[config.mk]
export PLATFORM = sky130hd
export DESIGN_NAME = q_update_engine
export DESIGN_NICKNAME = d
export VERILOG_FILES = /design/src/rtl/q_update_engine.sv
export SDC_FILE = /design/constraint.sdc
export NUM_CORES = 1
export LEC_CHECK = 0
export ABC_AREA = 1
export CORE_MARGIN = 5
export CORE_UTILIZATION = 23
export DETAILED_ROUTE_END_ITERATION = 12
export GPL_ROUTABILITY_DRIVEN = 1
export PLACE_DENSITY = 0.42
export SLEW_MARGIN = 10
export SYNTH_ARGS = -nofsm -noshare
export SYNTH_HDL_FRONTEND = slang
export SYNTH_SLANG_ARGS = --single-unit
[constraint.sdc]
create_clock -name clk -period 5 [get_ports clk]
set_clock_uncertainty 0.05 [all_clocks]
set_input_delay 0.75 -clock clk [delete_from_list [all_inputs] [get_ports clk]]
set_output_delay 0.75 -clock clk [all_outputs]
set_load 0.05 [all_outputs]
[src/rtl/q_update_engine.sv]
// Q-learning update controller: reads Q(s',*) and Q(s,a) from four action RAMs,
// applies the shift-based TD update and writes the saturated result back.
module q_update_engine #(
    parameter int A_SHIFT = 2,
    parameter int G_SHIFT = 3
) (
    input  logic        clk,
    input  logic        rst_n,
    input  logic        start,
    input  logic [5:0]  state,
    input  logic [1:0]  action,
    input  logic [5:0]  next_state,
    input  logic [15:0] reward,
    input  logic        terminal,
    output logic        busy,
    output logic        done,
    output logic [1:0]  best_action,
    output logic        ram_en,
    output logic [5:0]  ram_rd_addr,
    input  logic [63:0] ram_rd_data,
    output logic [5:0]  ram_wr_addr,
    output logic [15:0] ram_wr_data,
    output logic [3:0]  ram_wr_en
);

    typedef enum logic [2:0] {
        IDLE, RD_NEXT, CAP_NEXT, CAP_CUR, CALC, WRITE, DONE
    } st_t;

    localparam logic signed [17:0] QMAX = 18'sd32767;
    localparam logic signed [17:0] QMIN = -18'sd32768;

    st_t                st;
    logic [5:0]         s_q;
    logic [1:0]         a_q;
    logic [15:0]        r_q;
    logic               term_q;
    logic [15:0]        max_q;
    logic [15:0]        cur_q;
    logic [1:0]         arg_q;

    logic signed [15:0] mx;
    logic [1:0]         amx;
    logic signed [17:0] mq18, q18, r18, g18, tgt, dlt, sum;
    logic [15:0]        nq;

    // Strict greater-than keeps the lowest index on ties.
    always_comb begin
        mx  = $signed(ram_rd_data[15:0]);
        amx = 2'd0;
        for (int i = 1; i < 4; i++) begin
            if ($signed(ram_rd_data[16*i +: 16]) > mx) begin
                mx  = $signed(ram_rd_data[16*i +: 16]);
                amx = 2'(i);
            end
        end
    end

    always_comb begin
        mq18 = {{2{max_q[15]}}, max_q};
        q18  = {{2{cur_q[15]}}, cur_q};
        r18  = {{2{r_q[15]}}, r_q};
        g18  = term_q ? 18'sd0 : mq18 - (mq18 >>> G_SHIFT);
        tgt  = r18 + g18;
        dlt  = tgt - q18;
        sum  = q18 + (dlt >>> A_SHIFT);
        if (sum > QMAX)
            nq = 16'h7FFF;
        else if (sum < QMIN)
            nq = 16'h8000;
        else
            nq = sum[15:0];
    end

    always_ff @(posedge clk or negedge rst_n) begin
        if (!rst_n) begin
            st          <= IDLE;
            busy        <= 1'b0;
            done        <= 1'b0;
            best_action <= 2'd0;
            ram_en      <= 1'b0;
            ram_rd_addr <= 6'd0;
            ram_wr_addr <= 6'd0;
            ram_wr_data <= 16'd0;
            ram_wr_en   <= 4'd0;
            s_q         <= 6'd0;
            a_q         <= 2'd0;
            r_q         <= 16'd0;
            term_q      <= 1'b0;
            max_q       <= 16'd0;
            cur_q       <= 16'd0;
            arg_q       <= 2'd0;
        end else begin
            unique case (st)
                IDLE: begin
                    if (start) begin
                        s_q         <= state;
                        a_q         <= action;
                        r_q         <= reward;
                        term_q      <= terminal;
                        busy        <= 1'b1;
                        ram_en      <= 1'b1;
                        ram_rd_addr <= next_state;
                        st          <= RD_NEXT;
                    end
                end
                RD_NEXT: begin
                    ram_rd_addr <= s_q;
                    st          <= CAP_NEXT;
                end
                CAP_NEXT: begin
                    max_q  <= mx;
                    arg_q  <= amx;
                    ram_en <= 1'b0;
                    st     <= CAP_CUR;
                end
                CAP_CUR: begin
                    cur_q <= ram_rd_data[16*a_q +: 16];
                    st    <= CALC;
                end
                CALC: begin
                    ram_wr_addr <= s_q;
                    ram_wr_data <= nq;
                    ram_wr_en   <= 4'b0001 << a_q;
                    st          <= WRITE;
                end
                WRITE: begin
                    ram_wr_en   <= 4'd0;
                    done        <= 1'b1;
                    best_action <= arg_q;
                    st          <= DONE;
                end
                DONE: begin
                    done <= 1'b0;
                    busy <= 1'b0;
                    st   <= IDLE;
                end
                default: st <= IDLE;
            endcase
        end
    end

endmodule

== After elaboration in Yosys (flattened, before gate mapping) ==
Cells that the tools add are included.

* Flip-flop bits (word level): 99
* Bits of input ports: 98
* Output and inout port bits: 37
* Word-level logic and storage cells: 62

* $add $sub $neg: 4
* Magnitude comparators: 5
* Equal/unequal tests: 7
* Shift-type cells: 2
* Mux-type cells: 18
* Reductions and logical operators: 10

{| class="wikitable"
|+ Operators by type and width
! operator !! count
|-
| $mux 16 || 5
|-
| $shiftx 64x7->16 || 1
|-
| $gt 16x16->1 || 3
|-
| $add 16x18->18 || 1
|-
| $mux 18 || 1
|-
| $pmux 3 s6 || 1
|-
| $sub 18x16->18 || 1
|-
| $add 16x16->17 || 1
|-
| $gt 17x16->1 const B || 1
|-
| $lt 17x16->1 const B || 1
|-
| $sub 16x13->17 || 1
|-
| $pmux 6 s2 || 1
|-
| $reduce_bool 2->1 || 5
|-
| $eq 3x3->1 const B || 3
|-
| $pmux 4 s2 || 1
|-
| $reduce_and 2->1 || 4
|-
| $eq 3x2->1 const B || 2
|-
| $mux 6 || 1
|-
| $pmux 1 s2 || 3
|-
| $mux 2 || 2
|-
| $shl 1x2->4 const A || 1
|-
| $eq 3x1->1 const B || 1
|-
| $logic_not 3->1 || 1
|-
| $mux 3 || 1
|-
| 2 further kinds || 3
|}

== Logic depth before layout (Yosys ltp) ==
* Word-level depth: 8
* Depth in mapped cells: 43
* Mapped depth without buffers: 42

== Least setup slack after synthesis ==
OpenSTA, ideal clock, no wires.

* Path kind: input to register
* Start point: in ram_rd_data[15]
* End point: reg max_q[6]
* Setup time: 0.117 ns
* Data arrival time: 5.009 ns
* Data required time: 4.833 ns
* Slack: -0.176 ns
* Stages: 34
* Buffers on the path: 3
* Cells stage by stage: inv_1 -> ha_1 -> nand2_1 -> o21bai_1 -> nand2_1 -> a21oi_2 -> nand2_1 -> nand2_2 -> nand3_4 -> buf_8 -> nand2_1 -> nand2_1 -> ha_1 -> nand2_2 -> nor4_4 -> nand2_2 -> nand2_1 -> nand2_4 -> nand3_4 -> buf_12 -> nand3_2 -> and2_1 -> ha_1 -> a21oi_1 -> o21ai_0 -> nand2_1 -> nand3_1 -> nand2_1 -> nand3_1 -> nand3_2 -> clkbuf_8 -> nand3_1 -> nand2_1 -> nand2_1

* Cells in the longest elaborated chain, start to end: 6

{| class="wikitable"
|+ Ends and longest elaborated chain
! element !! RTL line !! source
|-
| from (decl) || 20 || <nowiki>input logic [63:0] ram_rd_data,</nowiki>
|-
| $gt 16x16->1 || 52 || <nowiki>if ($signed(ram_rd_data[16*i +: 16]) > mx) begin</nowiki>
|-
| $mux 16 (*) || 52 ||
|-
| $gt 16x16->1 || 52 ||
|-
| $mux 16 (*) || 52 ||
|-
| $gt 16x16->1 || 52 ||
|-
| $mux 16 (*) || 52 ||
|-
| to (signal assigned) || 112 || <nowiki>max_q <= mx;</nowiki>
|-
| to (decl) || 38 || <nowiki>logic [15:0] max_q;</nowiki>
|}

Every way passes the cells marked *; elsewhere a longest branch is shown, timed or not.
A chain may end at the register's enable or synchronous reset.

== Worst setup path after layout ==
* Start point: reg max_q[0]
* End point: reg ram_wr_data[14]

* Cells in the longest elaborated chain, start to end: 8
* Elaborated cells on any way between the ends: 9
* Those cells by class: add/sub (4); order compare (2); mux (3)

{| class="wikitable"
|+ Ends and longest elaborated chain
! element !! RTL line !! source
|-
| $sub 16x13->17 (*) || 63 || <nowiki>g18 = term_q ? 18'sd0 : mq18 - (mq18 >>> G_SHIFT);</nowiki>
|-
| $mux 18 (*) || 63 ||
|-
| $add 16x18->18 (*) || 64 || <nowiki>tgt = r18 + g18;</nowiki>
|-
| $sub 18x16->18 (*) || 65 || <nowiki>dlt = tgt - q18;</nowiki>
|-
| $add 16x16->17 (*) || 66 || <nowiki>sum = q18 + (dlt >>> A_SHIFT);</nowiki>
|-
| $lt 17x16->1 || 69 || <nowiki>else if (sum < QMIN)</nowiki>
|-
| $mux 16 || 69 ||
|-
| $mux 16 (*) || 67 || <nowiki>if (sum > QMAX)</nowiki>
|-
| to (signal assigned) || 123 || <nowiki>ram_wr_data <= nq;</nowiki>
|-
| to (decl) || 22 || <nowiki>output logic [15:0] ram_wr_data,</nowiki>
|}

Marks and branches as above.

==> flow_summary.ini <==
[outcome]
result_of_the_run = finished with violations
violations = setup timing

[critical_path]
reg2reg_slack_ns = -0.21
endpoint_kind = flop
worstRegToRegCells = 36
worstReg2RegEnd = ram_wr_data[14]
cp.required_ns = 5.20
worstSetupPathType = flop to flop
startpoint = max_q[0]
timing.critical_path.slowest_cell_delay_ns = 0.50
crit_fanout = 8
critPathArrivalTime_ns = 5.41
crit_path_start_kind = flop
slowest_stage = sky130_fd_sc_hd__fa_1
reg2reg_from = max_q[0]
path_common_cell = sky130_fd_sc_hd__nor2_2

[clock_network]
clk_pin_slew_worst_paths_ns = 0.08
cts_root_buffer = sky130_fd_sc_hd__clkbuf_16
cts-buffers-inserted = 9
max_buffers_root_to_sink = 2
clock-sinks = 99
worst_skew_pair.late_latency_ns = 0.37
htreeDepth = 3
post_cts_hold_buffer_count = 0
clock_tree_from_tritoncts = built

[synth]
synth_cell_type_count = 51
ys_async_sr_fraction_pct = 100
synth-seq-cells = 99
syn_area_cell_um2 = 7.26
yosys_most_used_dff = sky130_fd_sc_hd__dfrtp_1
mappedNetlistArea_mm2 = 0.00939
synth_sequential_area_ratio_pct = 26.4
ys_warn_count = 0
synthCells = 1292
synth_enable_flop_cells = 0
synth.top_cell.area_share_pct = 26.4
library_cell_occupying_the_most_area_in_the_post_synthesis_netlist = sky130_fd_sc_hd__dfrtp_1
synth.area.top_cells = sky130_fd_sc_hd__dfrtp_1 26%, sky130_fd_sc_hd__nand2_1 14%, sky130_fd_sc_hd__ha_1 13%
postSynthNetCount = 1504

[cells_and_area]
layout_common_cells = 342 x sky130_fd_sc_hd__buf_4, 290 x sky130_fd_sc_hd__nand2_1, 171 x sky130_fd_sc_hd__inv_1
final_layout_size_suffix_gt1_share_pct = 41.3
area_delta_synth_final_pct = 70.0
antennaDiodeCount = 0
fill_cells = 4169
finalInstanceArea_mm2 = 0.0160
final_common_cell = sky130_fd_sc_hd__buf_4
final_nets = 2002

[placement]
place.gp.congestion = 0.831
io_buffer_count = 134
dp_worst_setup_slack_ns = -1.00
dp_hpwl_um = 26200
standard_cell_area_after_detailed_placement_mm2 = 0.0132

[grt]
grt_pass1_vias = 10400
most_congested_layer_reported_by_global_routing = met2
globalRouteMet3Util_pct = 1.52
overflow = 0
grt_start_max_net_pins = 54
globalRouteTotalUtil_pct = 15.4
global_route_track_usage_on_met2_pct = 26.8
grt.met1_usage_pct = 20.5
antenna_found_initial = 0
first_pass_grt_wire_length_um = 55200

[floorplan]
fp.dieArea_mm2 = 0.0449
chipWidth_um = 212
initial_utilization_pct = 23.1
placement_rows = 74
core_area_mm2 = 0.0406
die_y_um = 212
design.portCount = 135

[sta]
finalCritPeriodShare_pct = 104
layout_min_cycle_time_ns = 5.21
max_freq_ghz = 0.192
postLayoutSetupSlackWorst_ns = -0.209
fin_tns_setup_ns = -3.29
worstMarginPinSlew_ns = 0.777
hold_violations = 0
setup_viol = 33
drv_slew = 0
slew-limit-headroom_pct = 47.9
grt_setup_unrepaired = yes

[run]
drv_cap = 0

[detailed_routing]
remaining_drc_errors = 0
detailedRoute.firstPassIterationCount = 5
drt-wirelength-per-cell_um = 14.9
average_vias_per_placed_instance = 4.32
route.antenna.remaining_nets = 0
detailedRoute.firstIterationViolations = 468
num_vias = 10000
routed_wirelength_um = 34700

[hold_path]
timing.hold.worst.class = input pin to async pin
[cell type report]
class	count	area (um^2)	area share, %
clock buffers	9	225	1.41
clock inverters	7	73.8	0.463
inverters	201	759	4.76
multi-input cells	966	7340	46.0
flip-flops and latches	99	2480	15.5
well taps	532	666	4.17
repair buffers	513	4410	27.7
[worst max-delay path by stage]
stage,to,slack [ns],cells past startpoint
global placement,max_q[4],-0.91,38
finish,ram_wr_data[14],-0.21,36
floorplan,max_q[6],0.01,36
detailed placement,max_q[4],-1.00,35
global route,ram_wr_data[8],-0.57,36
CTS,ram_wr_data[8],-0.25,34
[logic make-up (layout without fill, tap and decap cells)]
logic type      Yosys count  count (layout)  synth area share (%)
flops                    99              99                  26.4
buf+inv                 234             730                  10.6
compound gates          198             198                  12.2
fa+ha+maj               114             114                  16.6
simple gates            619             626                  31.3
xor+xnor                 28              28                  2.81
[registers in the layout, indices dropped and copies added (netlist names)]
signal	flops
cur_q	16
max_q	16
r_q	16
ram_wr_data	16
ram_rd_addr	6
ram_wr_addr	6
s_q	6
ram_wr_en	4
st	3
a_q	2
arg_q	2
best_action	2
busy	1
done	1
ram_en	1
term_q	1
[Yosys cell counts (6+ instances only)]
cell,count
sky130_fd_sc_hd__nand2_1,346
sky130_fd_sc_hd__fa_1,18
sky130_fd_sc_hd__ha_1,96
sky130_fd_sc_hd__xnor2_1,8
sky130_fd_sc_hd__nor2_1,71
sky130_fd_sc_hd__xor2_1,19
sky130_fd_sc_hd__inv_1,195
sky130_fd_sc_hd__nor2_2,32
sky130_fd_sc_hd__a21o_1,6
sky130_fd_sc_hd__a21oi_1,66
sky130_fd_sc_hd__dfrtp_1,99
sky130_fd_sc_hd__o211ai_1,11
sky130_fd_sc_hd__nand4_1,52
sky130_fd_sc_hd__and2_1,15
sky130_fd_sc_hd__clkbuf_1,19
sky130_fd_sc_hd__a31oi_1,13
sky130_fd_sc_hd__nand3_1,49
sky130_fd_sc_hd__o21ai_0,71
sky130_fd_sc_hd__o2111ai_1,10
sky130_fd_sc_hd__nand3_2,24
[per-stage QoR]
stage / cells / hold slack [ns] / utilization [%]
after floorplan: 1292 / 0.399 / -
after global placement: 2192 / 0.412 / 32.6
after detailed placement: 2192 / 0.416 / 32.6
after CTS: 2300 / 0.397 / 37.8
after global routing: 2327 / 0.433 / 39.3
final: 2327 / 0.373 / 39.3
[critical path: cells and delay by family, from the launching register on]
kind / cells / cell delay, ns
buffers and inverters: 6 / 0.67
flip-flops: 1 / 0.35
adder cells (fa/ha/maj): 5 / 1.65
AO/OA/AOI/OAI: 4 / 0.44
XOR/XNOR: 1 / 0.15
AND/OR/NAND/NOR: 20 / 1.77
[metal layers]
layer / part of all wire [%] / vias up
met3: 2.5 / 29
met1: 46 / 4601
met4: 2.0 / 0
met5: 0 / -
li1: - / 5257
met2: 49 / 160
[timing repair]
action / CTS / global route
setup endpoints to repair: 34 / 34
pin swaps: 96 / 117
setup buffers: 81 / 27
gates resized for setup: 303 / 139
gates cloned: 12 / 0
Power is left out: the tool's default activity adds up to more than one toggle a clock period on the data nets, which glitch-free logic cannot reach.
